[config.mk]
export PLATFORM = sky130hd
export DESIGN_NAME = alu_issue_stage
export DESIGN_NICKNAME = d
export VERILOG_FILES = /design/src/rtl/alu_issue_stage.sv
export SDC_FILE = /design/constraint.sdc
export NUM_CORES = 1
export LEC_CHECK = 0
export CORE_MARGIN = 1.5
export CORE_UTILIZATION = 56
export CTS_BUF_LIST = sky130_fd_sc_hd__clkbuf_4
export CTS_CLUSTER_DIAMETER = 200
export DETAILED_ROUTE_END_ITERATION = 6
export HOLD_SLACK_MARGIN = 0.05
export PLACE_DENSITY = 0.82
export SETUP_SLACK_MARGIN = 0.2
export SLEW_MARGIN = 30
export SYNTH_ARGS = -nofsm -noshare
export SYNTH_HDL_FRONTEND = slang
export SYNTH_SLANG_ARGS = --single-unit
[constraint.sdc]
create_clock -name clk -period 6.3 [get_ports clk]
set_input_delay 1.26 -clock clk [delete_from_list [all_inputs] [get_ports clk]]
set_output_delay 1.26 -clock clk [all_outputs]
set_load 0.01 [all_outputs]
[src/rtl/alu_issue_stage.sv]
// rtl/alu_issue_stage.sv - command FIFO, operand staging and response capture around a combinational ALU
// Optional per-command tag passthrough is enabled by defining ALU_ISSUE_TAG_EN.
module alu_issue_stage #(
  parameter int W        = 64,
  parameter int DEPTH    = 4,
  parameter int MUL_WAIT = 2
`ifdef ALU_ISSUE_TAG_EN
  , parameter int TAG_W  = 4
`endif
) (
  input  logic                     clk,
  input  logic                     rst_n,
`ifdef ALU_ISSUE_TAG_EN
  input  logic [TAG_W-1:0]         cmd_tag,
  output logic [TAG_W-1:0]         rsp_tag,
`endif
  input  logic                     cmd_valid,
  output logic                     cmd_ready,
  input  logic [3:0]               cmd_opcode,
  input  logic [W-1:0]             cmd_a,
  input  logic [W-1:0]             cmd_b,
  input  logic [4:0]               cmd_shamt,
  output logic [3:0]               alu_opcode,
  output logic [W-1:0]             alu_input1,
  output logic [W-1:0]             alu_input2,
  output logic [4:0]               alu_shiftValue,
  input  logic [W-1:0]             alu_result,
  input  logic                     alu_carry,
  output logic                     rsp_valid,
  input  logic                     rsp_ready,
  output logic [W-1:0]             rsp_result,
  output logic                     rsp_carry,
  output logic [3:0]               rsp_opcode,
  output logic [$clog2(DEPTH):0]   fifo_count
);

  localparam int AW  = $clog2(DEPTH);
  localparam int WCW = (MUL_WAIT > 0) ? $clog2(MUL_WAIT + 1) : 1;

  localparam logic [1:0] S_IDLE = 2'd0;
  localparam logic [1:0] S_EXEC = 2'd1;
  localparam logic [1:0] S_HOLD = 2'd2;
  localparam logic [3:0] OP_MUL = 4'd7;

  logic [3:0]   op_mem [DEPTH];
  logic [W-1:0] a_mem  [DEPTH];
  logic [W-1:0] b_mem  [DEPTH];
  logic [4:0]   sh_mem [DEPTH];
`ifdef ALU_ISSUE_TAG_EN
  logic [TAG_W-1:0] tag_mem [DEPTH];
  logic [TAG_W-1:0] cur_tag;
`endif

  logic [AW-1:0]  wr_ptr;
  logic [AW-1:0]  rd_ptr;
  logic [AW:0]    count;
  logic [1:0]     state;
  logic [WCW-1:0] wcnt;
  logic           full;
  logic           empty;
  logic           push;
  logic           pop;

  assign full       = (count == (AW+1)'(DEPTH));
  assign empty      = (count == '0);
  assign cmd_ready  = !full;
  assign fifo_count = count;
  // Full is judged on the registered count, so a same-cycle pop never frees a slot for a push.
  assign push       = cmd_valid && !full;
  assign pop        = !empty && ((state == S_IDLE) || ((state == S_HOLD) && rsp_ready));

  always_ff @(posedge clk) begin
    if (push) begin
      op_mem[wr_ptr] <= cmd_opcode;
      a_mem[wr_ptr]  <= cmd_a;
      b_mem[wr_ptr]  <= cmd_b;
      sh_mem[wr_ptr] <= cmd_shamt;
`ifdef ALU_ISSUE_TAG_EN
      tag_mem[wr_ptr] <= cmd_tag;
`endif
    end
  end

  always_ff @(posedge clk or negedge rst_n) begin
    if (!rst_n) begin
      wr_ptr <= '0;
      rd_ptr <= '0;
      count  <= '0;
    end else begin
      if (push) wr_ptr <= wr_ptr + 1'b1;
      if (pop)  rd_ptr <= rd_ptr + 1'b1;
      case ({push, pop})
        2'b10:   count <= count + 1'b1;
        2'b01:   count <= count - 1'b1;
        default: count <= count;
      endcase
    end
  end

  always_ff @(posedge clk or negedge rst_n) begin
    if (!rst_n) begin
      state          <= S_IDLE;
      wcnt           <= '0;
      alu_opcode     <= '0;
      alu_input1     <= '0;
      alu_input2     <= '0;
      alu_shiftValue <= '0;
      rsp_valid      <= 1'b0;
      rsp_result     <= '0;
      rsp_carry      <= 1'b0;
      rsp_opcode     <= '0;
`ifdef ALU_ISSUE_TAG_EN
      cur_tag        <= '0;
      rsp_tag        <= '0;
`endif
    end else begin
      case (state)
        S_IDLE: begin
          if (pop) state <= S_EXEC;
        end
        S_EXEC: begin
          if (wcnt == '0) begin
            rsp_result <= alu_result;
            rsp_carry  <= alu_carry;
            rsp_opcode <= alu_opcode;
`ifdef ALU_ISSUE_TAG_EN
            rsp_tag    <= cur_tag;
`endif
            rsp_valid  <= 1'b1;
            state      <= S_HOLD;
          end else begin
            wcnt <= wcnt - 1'b1;
          end
        end
        S_HOLD: begin
          if (rsp_ready) begin
            rsp_valid <= 1'b0;
            state     <= pop ? S_EXEC : S_IDLE;
          end
        end
        default: state <= S_IDLE;
      endcase

      // Operands are only ever loaded here, so the ALU inputs stay frozen through EXEC and HOLD.
      if (pop) begin
        alu_opcode     <= op_mem[rd_ptr];
        alu_input1     <= a_mem[rd_ptr];
        alu_input2     <= b_mem[rd_ptr];
        alu_shiftValue <= sh_mem[rd_ptr];
        wcnt           <= (op_mem[rd_ptr] == OP_MUL) ? WCW'(MUL_WAIT) : '0;
`ifdef ALU_ISSUE_TAG_EN
        cur_tag        <= tag_mem[rd_ptr];
`endif
      end
    end
  end

endmodule

## After elaboration in Yosys (flattened, before gate mapping)

Memories as Yosys holds them, arrays and structs flattened. A register that Yosys moved wholly into a read port is not among the register bits.
Cells that the tools add are included.

| storage, ports and cells | value |
|---|---|
| flip-flop bits (word level) | 85 |
| bits in writable memories | 548 |
| input port bits | 206 |
| memories kept | 4 |

| cells by class | value |
|---|---|
| add/subtract/negate cells | 5 |
| eq/ne operators | 10 |
| multiplexer cells | 15 |
| reductions and logical operators | 19 |

Memories:

| name | words | bits a word | read ports | clocked after Yosys merged registers in | wr ports | RTL line | text |
|---|---|---|---|---|---|---|---|
| a_mem | 4 | 64 | 1 | 1 | 1 | 46 | `logic [W-1:0] a_mem [DEPTH];` |
| b_mem | 4 | 64 | 1 | 1 | 1 | 47 | `logic [W-1:0] b_mem [DEPTH];` |
| sh_mem | 4 | 5 | 1 | 1 | 1 | 48 | `logic [4:0] sh_mem [DEPTH];` |
| op_mem | 4 | 4 | 1 | 0 | 1 | 45 | `logic [3:0] op_mem [DEPTH];` |

Operators by type and width:

| kind | count |
|---|---|
| 2-bit 2-to-1 mux | 7 |
| 2-bit inequality test, second input constant | 4 |
| 2-bit case mux with 3 select lines | 1 |
| 3-bit case mux with 2 select lines | 1 |
| 3-bit AND reduction | 2 |
| 2-bit nonzero test | 3 |
| 1-bit logical NOT | 5 |
| 1-bit 2-to-1 mux | 5 |
| 2-bit by 1-bit adder with 2-bit output, second input constant | 2 |
| 2-bit by 1-bit equality test with 1-bit output, second input constant | 2 |
| 2-bit equality test, second input constant | 2 |
| 4-bit by 3-bit equality test with 1-bit output, second input constant | 1 |
| 2-bit logical NOT | 2 |
| 2-bit AND reduction | 2 |
| 3-bit by 1-bit adder with 3-bit output, second input constant | 1 |
| 3-bit equality test, second input constant | 1 |
| 1-bit logical AND | 3 |
| 3-bit logical NOT | 1 |
| 3-bit by 1-bit subtractor with 3-bit output, second input constant | 1 |
| 1-bit case mux with 2 select lines | 1 |
| 2-bit by 1-bit subtractor with 2-bit output, second input constant | 1 |
| 1-bit logical OR | 1 |

## Longest topological paths before layout

Gate-level depths: netlist of run 1.

| logic depth | value |
|---|---|
| depth in word-level cells | 7 |
| mapped depth | 9 |
| depth with buffers taken out | 9 |

## Least setup slack after synthesis of run 1

OpenSTA, ideal clock, no wires.

| timing | value |
|---|---|
| path type | input-to-reg |
| start | in cmd_valid |
| end | mem a_mem[0][0] (enable) |
| setup time | 514 ps |
| data arrival time | 4443 ps |
| required time | 5786 ps |
| path slack | 1343 ps |
| cell stages on the path | 1 |
| cell sequence | and3_1 |

| between the ends | value |
|---|---|
| longest elaborated chain between the ends | 3 |

RTL lines:

| element | RTL line | text |
|---|---|---|
| start: declaration | 17 | `input logic cmd_valid,` |
| 1-bit logical AND | 69 | `assign push = cmd_valid && !full;` |
| 1-bit 2-to-1 mux | 73 | `if (push) begin` |
| 1-bit 2-to-1 mux (not written as such) | 75 | `a_mem[wr_ptr] <= cmd_a;` |
| end: declaration | 46 |  |

Every way passes these cells.

## Worst setup path in the final report of run 1

| timing | value |
|---|---|
| start | reg count[1], in the netlist fifo_count[1] |
| end | out cmd_ready |

| between the ends | value |
|---|---|
| longest elaborated chain between the ends | 2 |

RTL lines:

| element | RTL line | text |
|---|---|---|
| start: declaration | 56 | `logic [AW:0] count;` |
| start signal: assignment | 93 | `2'b10: count <= count + 1'b1;` |
| start signal: assignment | 94 | `2'b01: count <= count - 1'b1;` |
| start signal: assignment | 95 | `default: count <= count;` |
| 3-bit equality test | 64 | `assign full = (count == (AW+1)'(DEPTH));` |
| 1-bit logical NOT | 66 | `assign cmd_ready = !full;` |
| end: declaration | 18 | `output logic cmd_ready,` |

Every way passes these cells.

==> out/metrics.cfg, run 1 <==
[sta]
fmax_mhz=271
setup_viol=0
hold_viol_final=0
skew_ns=0.0516
relSlewSlack_pct=33.8
final_max_slew_viol_count=0
timing.hold.ws_ns=0.208
post-route-min-period_ns=3.69
fin_crit_sh_pct=58.5
worst_slack_ns=2.61
final.setup.tns_ns=0
worst-slew-pin-transition_ns=0.993
grt_setup_unrepaired=false

[synthesis]
syn-instance-count=1212
syn_nets=1425
ys_warn_count=0
synth_top_area_cell=edfxtp_1
synth_edf_count=548
async_flop_share_pct=28.5
ys_seq_elements=766
yosysSeqAreaShare_pct=78.1
yosysMostFrequentCell=edfxtp_1
yosys.area.top_type_share_pct=58.7
syn_avg_cell_area_um2=23.1
synthTopCellsByArea=edfxtp_1 59%, dfrtp_1 19%, mux4_2 11%
ys_top_cells_by_count=548 x edfxtp_1, 218 x dfrtp_1, 206 x mux2_2
syn_area_um2=28100
synth_top_flop_cell=edfxtp_1
synth_cell_types=32

[placed_design]
place_hpwl_mm=34.1
pre_cts_slack_ns=2.64
io_buffers=416
dp.cells=2253
gp_congestion=0.735

[pwr]
p_leak_nw=12.7
p_clk_share_pct=23.6
sw_frac_of_total_pct=28.8
power_per_cell_area_nw_per_um2=502
total_power_mw=17.9
power_frac_comb_pct=33.6
seqPwrFrac_pct=42.8
ir_worst_vdd_v=0.000510
switching_power_mw=5.13
intPower_mw=12.7

[worst_setup_path]
end_kind=primary output
crit_arrival_ns=2.43
r2r_start=rd_ptr[0]$_DFFE_PN0P_
r2r_cells=6
path_class=reg2out
required_ns=5.04
r2r_slack_ns=3.75
cp-start-kind=flop
worstPathMaxFanout=6
r2r-end=wcnt[1]$_DFFE_PN0P_

[clocking]
cts_inserted_buffers=183
hold_buffers=0
cts_tree=done
clk-insertion-delay-late_ns=1.01
cts_root_buffer=clkbuf_4
path_clk_slew_ns=0.07
htreeDepth=4
cts.repair.resized=0
cts_setup_buffers=0
cts.sinks=766
cts_buffer_depth=3

[die]
start_util_pct=57.1
core_um2=49200
rows=81
io_pins=417
dieArea_um2=51500
dieWidth_um=227
die_h_um=227

[status]
status=completed

[route]
via_per_inst=5.42
num_vias=14100
drc=0
drt-pass1-iter-count=5
ant_nets=0
wire_per_inst_um=22.2
drt_iter0_drc=740
totalWireLength_mm=57.7

[global_routing]
overflow=0
antenna_found_initial=9
grt_max_degree=142
grt_pass1_vias=15100
track_usage_pct=23.0
grt_pass1_wl_mm=85.7

[final_layout]
fin_cells=2600
area_delta_synth_final_pct=26.8
post_route_cells_drive_above_1_share_pct=35.4
nets=1989
fillCellCount=2852

[flow_run]
cap_violations=0

[hold_path]
min_path_type=in2async

[cell families after synthesis]
kind of cell / count (synthesis) / share of synthesized area (%)
AND/OR/NAND/NOR: 21 / 0.450
AO/OA/AOI/OAI: 2 / 0.0356
XOR/XNOR: 7 / 0.219
flip-flops: 766 / 78.1
adder cells (fa/ha/maj): 7 / 0.339
multiplexers: 347 / 19.4
buffers and inverters: 62 / 1.43
[registers in the layout, indices dropped and copies added (netlist names)]
name	count
alu_input1	64
rsp_opcode	4
alu_input2	64
rsp_result	64
state	2
wr_ptr	2
rsp_carry	1
fifo_count	3
wcnt	2
rd_ptr	2
a_mem	256
sh_mem	20
rsp_valid	1
alu_shiftValue	5
alu_opcode	4
op_mem	16
b_mem	256
[layout make-up]
type,count,area (µm²),area share [%]
diodes,5,12.5,0.0352
clock buffers,297,2230,6.27
clock inverters,43,315,0.886
inverters,8,30.0,0.0844
multi-input cells,384,5770,16.2
flip-flops and latches,766,21900,61.6
well taps,664,831,2.33
repair buffers,433,4470,12.6
[critical path, cell delays in order (launching register included)]
cell,delay [ns]
dfrtp_1,0.42
or3b_1,0.50
clkdlybuf4s50_1,0.52
[routing by layer]
layer / GRT usage (%) / up-vias / share of wire, %
li1: - / 6161 / -
met1: 27.1 / 7301 / 37
met2: 38.7 / 528 / 52
met3: 7.97 / 88 / 7.9
met4: 9.76 / 10 / 2.4
met5: 0 / - / 0.12
[power by group through the flow]
stage,combinational [mW],sequential [mW],clock (mW)
after detailed placement,6.08,7.74,0
after floorplan,3.36,7.93,0
after global placement,5.81,7.74,0
after CTS,6.12,7.66,4.33
final,6.01,7.64,4.21
after global routing,6.41,7.77,4.58
[stage by stage]
stage                     cell area [µm²]  util, %
after floorplan                     28100        -
after global placement              32900     67.0
after detailed placement            33000     67.1
after CTS                           35500     72.2
after global routing                35600     72.4
final                               35600     72.4
[cells in the final DEF, fill, tap and decap left out, drive strengths merged]
master         instances
clkbuf               297
dfrtp                218
clkinv                30
clkinvlp               4
and2                   1
fa                     1
xor2                   4
nor3                   2
o21ai                  1
xnor2                  3
or2                    1
mux2i                  1
and3                   4
nor4b                  1
clkdlybuf4s50        415
inv                   12
nor2b                  2
diode                  5
nand2                  3
or3b                   1
a21oi                  1
mux4                 137
ha                     6
nor3b                  1
bufinv                 5
mux2                 209
edfxtp               548
and4b                  1
nor2                   4
buf                   18
[worst max-delay path by stage]
stage / startpoint / to / slack, ns / cells past startpoint
finish: fifo_count[1]$_DFFE_PN0P_ / cmd_ready / 2.61 / 2
global route: fifo_count[1]$_DFFE_PN0P_ / cmd_ready / 2.48 / 2
CTS: fifo_count[1]$_DFFE_PN0P_ / cmd_ready / 2.47 / 2
detailed placement: cmd_valid / a_mem[0][33]$_DFFE_PP_ / 2.64 / 3
global placement: cmd_valid / a_mem[0][48]$_DFFE_PP_ / 2.68 / 3
floorplan: cmd_valid / a_mem[0][0]$_DFFE_PP_ / 1.34 / 1
Note: power is estimated with default switching activity, not from simulation.
==> run 2, diff against run 1 <==
--- a/config.mk
+++ b/config.mk
@@ -6,12 +6,12 @@
 export NUM_CORES = 1
 export LEC_CHECK = 0
 export CORE_MARGIN = 1.5
-export CORE_UTILIZATION = 56
+export CORE_UTILIZATION = 51
 export CTS_BUF_LIST = sky130_fd_sc_hd__clkbuf_4
 export CTS_CLUSTER_DIAMETER = 200
 export DETAILED_ROUTE_END_ITERATION = 6
 export HOLD_SLACK_MARGIN = 0.05
-export PLACE_DENSITY = 0.82
+export PLACE_DENSITY = 0.79
 export SETUP_SLACK_MARGIN = 0.2
 export SLEW_MARGIN = 30
 export SYNTH_ARGS = -nofsm -noshare
==> constraint.sdc (replaced) <==
create_clock -name clk -period 3.2 [get_ports clk]
set_input_delay 0.64 -clock clk [delete_from_list [all_inputs] [get_ports clk]]
set_output_delay 0.64 -clock clk [all_outputs]
set_load 0.01 [all_outputs]
==> run 2 against run 1 <==
Net effect: non-clock buffer count rose by 24; total power rose by 97%; count of clock-buffer cells in the layout fell by 19; register-to-register slack got worse by 2.8 ns; sequential share of layout area fell by 0.51 points; clock skew rose by 0.0092 ns; largest cell class unchanged; sequential power rose by 96%; final area rose by 0.84%; largest power group unchanged; highest routed layer unchanged.
==> out/metrics.cfg, run 2 (synthesis results as in run 1) <==
[clocking]
clk-insertion-delay-late_ns=1.01  ; about the same
cts_tree=done
cts_root_buffer=clkbuf_4
cts_inserted_buffers=188  ; +2.7%
htreeDepth=4  ; unchanged
path_clk_slew_ns=0.07  ; about the same
cts_buffer_depth=3  ; unchanged
cts.sinks=766  ; unchanged

[final_layout]
final_common_cell=edfxtp_1
area_delta_synth_final_pct=27.9
mostFrequentLayoutCells=548 x edfxtp_1, 414 x clkdlybuf4s50_1, 278 x clkbuf_4
utilization_pct=66.3  ; -6.1 points
nets=2018  ; +1.5%
largestRegisters=a_mem (256), b_mem (256)
fin_cells=2667  ; +2.6%
post_route_cells_drive_above_1_share_pct=35.2  ; -0.21 points

[placed_design]
dp.cells=2310  ; +2.5%
gp_congestion=0.738  ; +0.45%
io_buffers=416  ; unchanged
place_hpwl_mm=35.0  ; +2.8%
pre_cts_slack_ns=0.503  ; -2.14 ns

[pwr]
power_per_cell_area_nw_per_um2=980  ; +95%
p_leak_nw=12.8  ; +0.86%
total_power_mw=35.1  ; +97%
ir_worst_vdd_v=0.000829  ; +63%

[worst_setup_path]
cp-start-kind=flop
r2r_slack_ns=0.93  ; -2.82 ns
crit_arrival_ns=2.13  ; -0.30 ns
r2r-end=fifo_count[2]$_DFFE_PN0P_
r2r_start=fifo_count[0]$_DFFE_PN0P_
r2r_cells=9  ; +3
required_ns=2.56  ; -2.48 ns
path_class=reg2out
end_kind=primary output
worstPathMaxFanout=6  ; unchanged

[sta]
worst-slew-pin-transition_ns=0.891  ; -0.102 ns
worst_slack_ns=0.426  ; -2.19 ns
fmax_mhz=360
skew_ns=0.0608  ; +0.00917 ns
final_max_slew_viol_count=0  ; unchanged
hold_viol_final=0  ; unchanged
grt_setup_unrepaired=false
final.setup.tns_ns=0  ; unchanged
relSlewSlack_pct=40.6  ; +6.8 points
setup_viol=0  ; unchanged
post-route-min-period_ns=2.77
fin_crit_sh_pct=86.7

[global_routing]
grtUsageMet3_pct=7.72  ; -0.25 points
antenna_found_initial=6  ; -3
grt.met1_usage_pct=24.6  ; -2.5 points
grt_use_met2_pct=35.9  ; -2.8 points
track_usage_pct=21.1  ; -1.9 points
grt_busiest_layer=met2
grt_pass1_wl_mm=88.6  ; +3.4%
grt_pass1_vias=15600  ; +2.9%
overflow=0  ; unchanged
grt_max_degree=77  ; -46%

[die]
rows=85  ; +4.9%
die_h_um=238  ; +4.7%
start_util_pct=51.8  ; -5.3 points
dieArea_um2=56400  ; +9.7%
io_pins=417  ; unchanged
core_um2=54100  ; +10%
dieWidth_um=238  ; +4.7%

[route]
drt_iter0_drc=729  ; -1.5%
drc=0  ; unchanged
num_vias=14200  ; +0.53%
ant_nets=0  ; unchanged
wire_per_inst_um=21.6  ; -2.5%
totalWireLength_mm=57.7  ; about the same
drt-pass1-iter-count=4  ; -1
via_per_inst=5.31  ; -2.0%

[flow_run]
cap_violations=0  ; unchanged

[hold_path]
min_path_type=in2async

[status]
status=completed

## run 2: area by class of cell
class	instances	area, µm²
Sequential cell	766	21900
Fill cell	3506	18300
Multi-Input combinational cell	384	5780
Timing Repair Buffer	457	4770
Clock buffer	278	2090
Tap cell	696	871
Clock inverter	75	423
Inverter	8	30.0
Antenna cell	3	7.51
## run 2: where the power goes
part	switching, mW	internal, mW	total, mW	leakage [nW]
sequential	1.32	13.7	15.0	7.57
clock	3.89	4.27	8.16	1.47
combinational	5.07	6.89	12.0	3.79
## run 2: worst max path at each step
stage | slack (ns) | depth (start not counted) | to | startpoint
after floorplan | 0.32 | 2 | a_mem[0][0]$_DFFE_PP_ | fifo_count[2]$_DFFE_PN0P_
after global routing | 0.27 | 2 | cmd_ready | fifo_count[1]$_DFFE_PN0P_
final | 0.43 | 2 | cmd_ready | fifo_count[0]$_DFFE_PN0P_
after CTS | 0.26 | 2 | cmd_ready | fifo_count[0]$_DFFE_PN0P_
after global placement | 0.55 | 9 | fifo_count[2]$_DFFE_PN0P_ | rsp_ready
after detailed placement | 0.50 | 9 | fifo_count[2]$_DFFE_PN0P_ | rsp_ready
## run 2: critical path: stages (launching register included)
cell,delay [ns]
dfrtp_1,0.43
or3b_4,0.43
dlygate4sd2_1,0.31
## run 2: timing repair
action | 4_1_cts | 5_1_grt
setup buffers | 0 | 0
hold buffers | 1 | 0
endpoints found under the setup margin | 1 | 0
resized for setup | 2 | 0
hold endpoints to repair | 118 | 0
## run 2: metal layers
| metal | up-vias | wire length, µm | share of wire (%) |
|---|---|---|---|
| li1 | 6245 | - | - |
| met1 | 7333 | 22000 | 38 |
| met2 | 495 | 30100 | 52 |
| met3 | 84 | 4440 | 7.7 |
| met4 | 6 | 1090 | 1.9 |
| met5 | - | 49 | 0.085 |
## run 2: through the flow
stage / cell area (µm²) / hold WS, ns
floorplan: 28100 / 0.344
global placement: 33400 / 0.485
detailed placement: 33400 / 0.492
CTS: 35900 / 0.0703
global route: 35900 / 0.137
finish: 35900 / 0.243
==> run 3, diff against run 2 <==
--- a/config.mk
+++ b/config.mk
@@ -5,6 +5,7 @@
 export SDC_FILE = /design/constraint.sdc
 export NUM_CORES = 1
 export LEC_CHECK = 0
+export CORE_ASPECT_RATIO = 1.25
 export CORE_MARGIN = 1.5
 export CORE_UTILIZATION = 51
 export CTS_BUF_LIST = sky130_fd_sc_hd__clkbuf_4
@@ -13,7 +14,6 @@
 export HOLD_SLACK_MARGIN = 0.05
 export PLACE_DENSITY = 0.79
 export SETUP_SLACK_MARGIN = 0.2
-export SLEW_MARGIN = 30
 export SYNTH_ARGS = -nofsm -noshare
 export SYNTH_HDL_FRONTEND = slang
 export SYNTH_SLANG_ARGS = --single-unit
==> run 3 against run 2 <==
Net effect: combinational power hardly changed; register-to-register slack hardly changed; global-route usage is 0.58 points higher; core utilization hardly changed; critical path type unchanged.
==> out/metrics.cfg, run 3 (synthesis results as in run 1) <==
[sta]
fmax_mhz=358  ; -0.58%
hold_viol_final=0  ; unchanged
relSlewSlack_pct=39.7  ; -0.90 points
worst-slew-pin-transition_ns=0.904  ; +0.0135 ns
setup_viol=0  ; unchanged
fin_crit_sh_pct=87.2  ; +0.51 points
final.setup.tns_ns=0  ; unchanged
post-route-min-period_ns=2.79  ; +0.0162 ns
final_max_slew_viol_count=0  ; unchanged
grt_setup_unrepaired=false
skew_ns=0.0713  ; +0.0105 ns

[global_routing]
grt_pass1_vias=15900  ; +2.2%
track_usage_pct=21.7  ; +0.58 points
grt_max_degree=142  ; +84%
overflow=0  ; unchanged
antenna_found_initial=12  ; +6
grt_pass1_wl_mm=89.9  ; +1.4%

[route]
via_per_inst=5.27  ; -0.81%
wl_met2_mm=32.0  ; +6.1%
drc=0  ; unchanged
dr.max_layer_used=met5
totalWireLength_mm=58.8  ; +1.9%
wl_met3_mm=4.57  ; +2.9%
ant_nets=0  ; unchanged
drt_iter0_drc=726  ; -0.41%
met1Wirelength_mm=21.1  ; -4.2%
num_vias=14100  ; -0.099%
wire_per_inst_um=21.9  ; +1.2%
drt-pass1-iter-count=4  ; unchanged

[worst_setup_path]
r2r_start=fifo_count[1]$_DFFE_PN0P_
required_ns=2.56  ; about the same
crit_arrival_ns=2.15  ; +0.02 ns
worstPathMaxFanout=6  ; unchanged
r2r_slack_ns=0.93  ; about the same
path_class=reg2out
end_kind=primary output
cp-start-kind=flop
r2r_cells=9  ; unchanged
r2r-end=fifo_count[2]$_DFFE_PN0P_

[final_layout]
largestRegisters=a_mem (256), b_mem (256)
utilization_pct=66.3  ; about the same
post_route_cells_drive_above_1_share_pct=35.6  ; +0.36 points
final_common_cell=edfxtp_1
area_delta_synth_final_pct=27.7
mostFrequentLayoutCells=548 x edfxtp_1, 414 x clkdlybuf4s50_1, 278 x clkbuf_4
nets=2013  ; -0.25%

[placed_design]
io_buffers=416  ; unchanged
place_hpwl_mm=36.8  ; +4.9%
gp_congestion=0.743  ; +0.72%

[clocking]
cts.sinks=766  ; unchanged
cts_tree=done
cts_root_buffer=clkbuf_4
cts_inserted_buffers=177  ; -5.9%
htreeDepth=4  ; unchanged
cts_buffer_depth=3  ; unchanged
clk-insertion-delay-late_ns=0.98  ; -0.03 ns
path_clk_slew_ns=0.07  ; about the same
cts_setup_buffers=0  ; unchanged

[pwr]
ir_worst_vdd_v=0.000931  ; +12%
power_per_cell_area_nw_per_um2=975  ; -0.45%
p_leak_nw=12.8  ; -0.20%

[die]
rows=95  ; +12%
dieArea_um2=56400  ; about the same
die_h_um=265  ; +12%
io_pins=417  ; unchanged
dieWidth_um=213  ; -10%
core_um2=54100  ; about the same
start_util_pct=51.9  ; about the same

[status]
status=completed

[flow_run]
cap_violations=0  ; unchanged

[hold_path]
min_path_type=in2async

run 3: metal layers:
layer	vias to the layer above	global-route usage, %
met1	7342	23.6
met3	90	7.67
li1	6226	-
met2	483	37.9
met4	8	9.87
met5	-	0
run 3: timing repair:
item,CTS,global route
setup endpoints to repair,1,0
hold buffers,1,0
hold endpoints to repair,218,0
resized for setup,2,0
run 3: worst max-delay path by stage:
stage / startpoint / end / slack [ns] / cells past startpoint
after detailed placement: rsp_ready / alu_input2[42]$_DFFE_PN0P_ / 0.47 / 5
after global placement: rsp_ready / alu_input1[35]$_DFFE_PN0P_ / 0.49 / 5
after floorplan: fifo_count[2]$_DFFE_PN0P_ / a_mem[0][0]$_DFFE_PP_ / 0.32 / 2
after global routing: fifo_count[1]$_DFFE_PN0P_ / cmd_ready / 0.25 / 2
final: fifo_count[1]$_DFFE_PN0P_ / cmd_ready / 0.41 / 2
after CTS: fifo_count[1]$_DFFE_PN0P_ / cmd_ready / 0.22 / 2
run 3: layout make-up:
| type | count | area [µm²] |
|---|---|---|
| clock inverters | 52 | 278 |
| multi-input cells | 384 | 5780 |
| fillers | 3589 | 18300 |
| repair buffers | 463 | 4810 |
| diodes | 8 | 20.0 |
| clock buffers | 278 | 2090 |
| flip-flops and latches | 766 | 21900 |
| well taps | 727 | 910 |
| inverters | 8 | 30.0 |
run 3: power by group:
| part | total (mW) | internal, mW | switching, mW |
|---|---|---|---|
| Sequential | 15.1 | 13.7 | 1.40 |
| Combinational | 12.1 | 6.99 | 5.06 |
| Clock | 7.78 | 4.13 | 3.65 |
| Total | 34.9 | 24.8 | 10.1 |
run 3: worst max-delay path, stage by stage (launching register included):
cell           delay [ns]
dfrtp_1              0.43
or3b_4               0.45
dlygate4sd2_1        0.33
run 3: through the flow:
| step | setup slack, ns | instances | hold slack (ns) | power (mW) | area [µm²] |
|---|---|---|---|---|---|
| detailed placement | 0.475 | 2347 | 0.492 | 27.6 | 33400 |
| CTS | 0.222 | 2678 | 0.0648 | 35.5 | 35800 |
| floorplan | 0.318 | 1212 | 0.344 | 22.1 | 28100 |
| global route | 0.254 | 2686 | 0.151 | 36.8 | 35800 |
| global placement | 0.493 | 2347 | 0.485 | 27.2 | 33400 |
| finish | 0.410 | 2686 | 0.237 | 34.9 | 35800 |
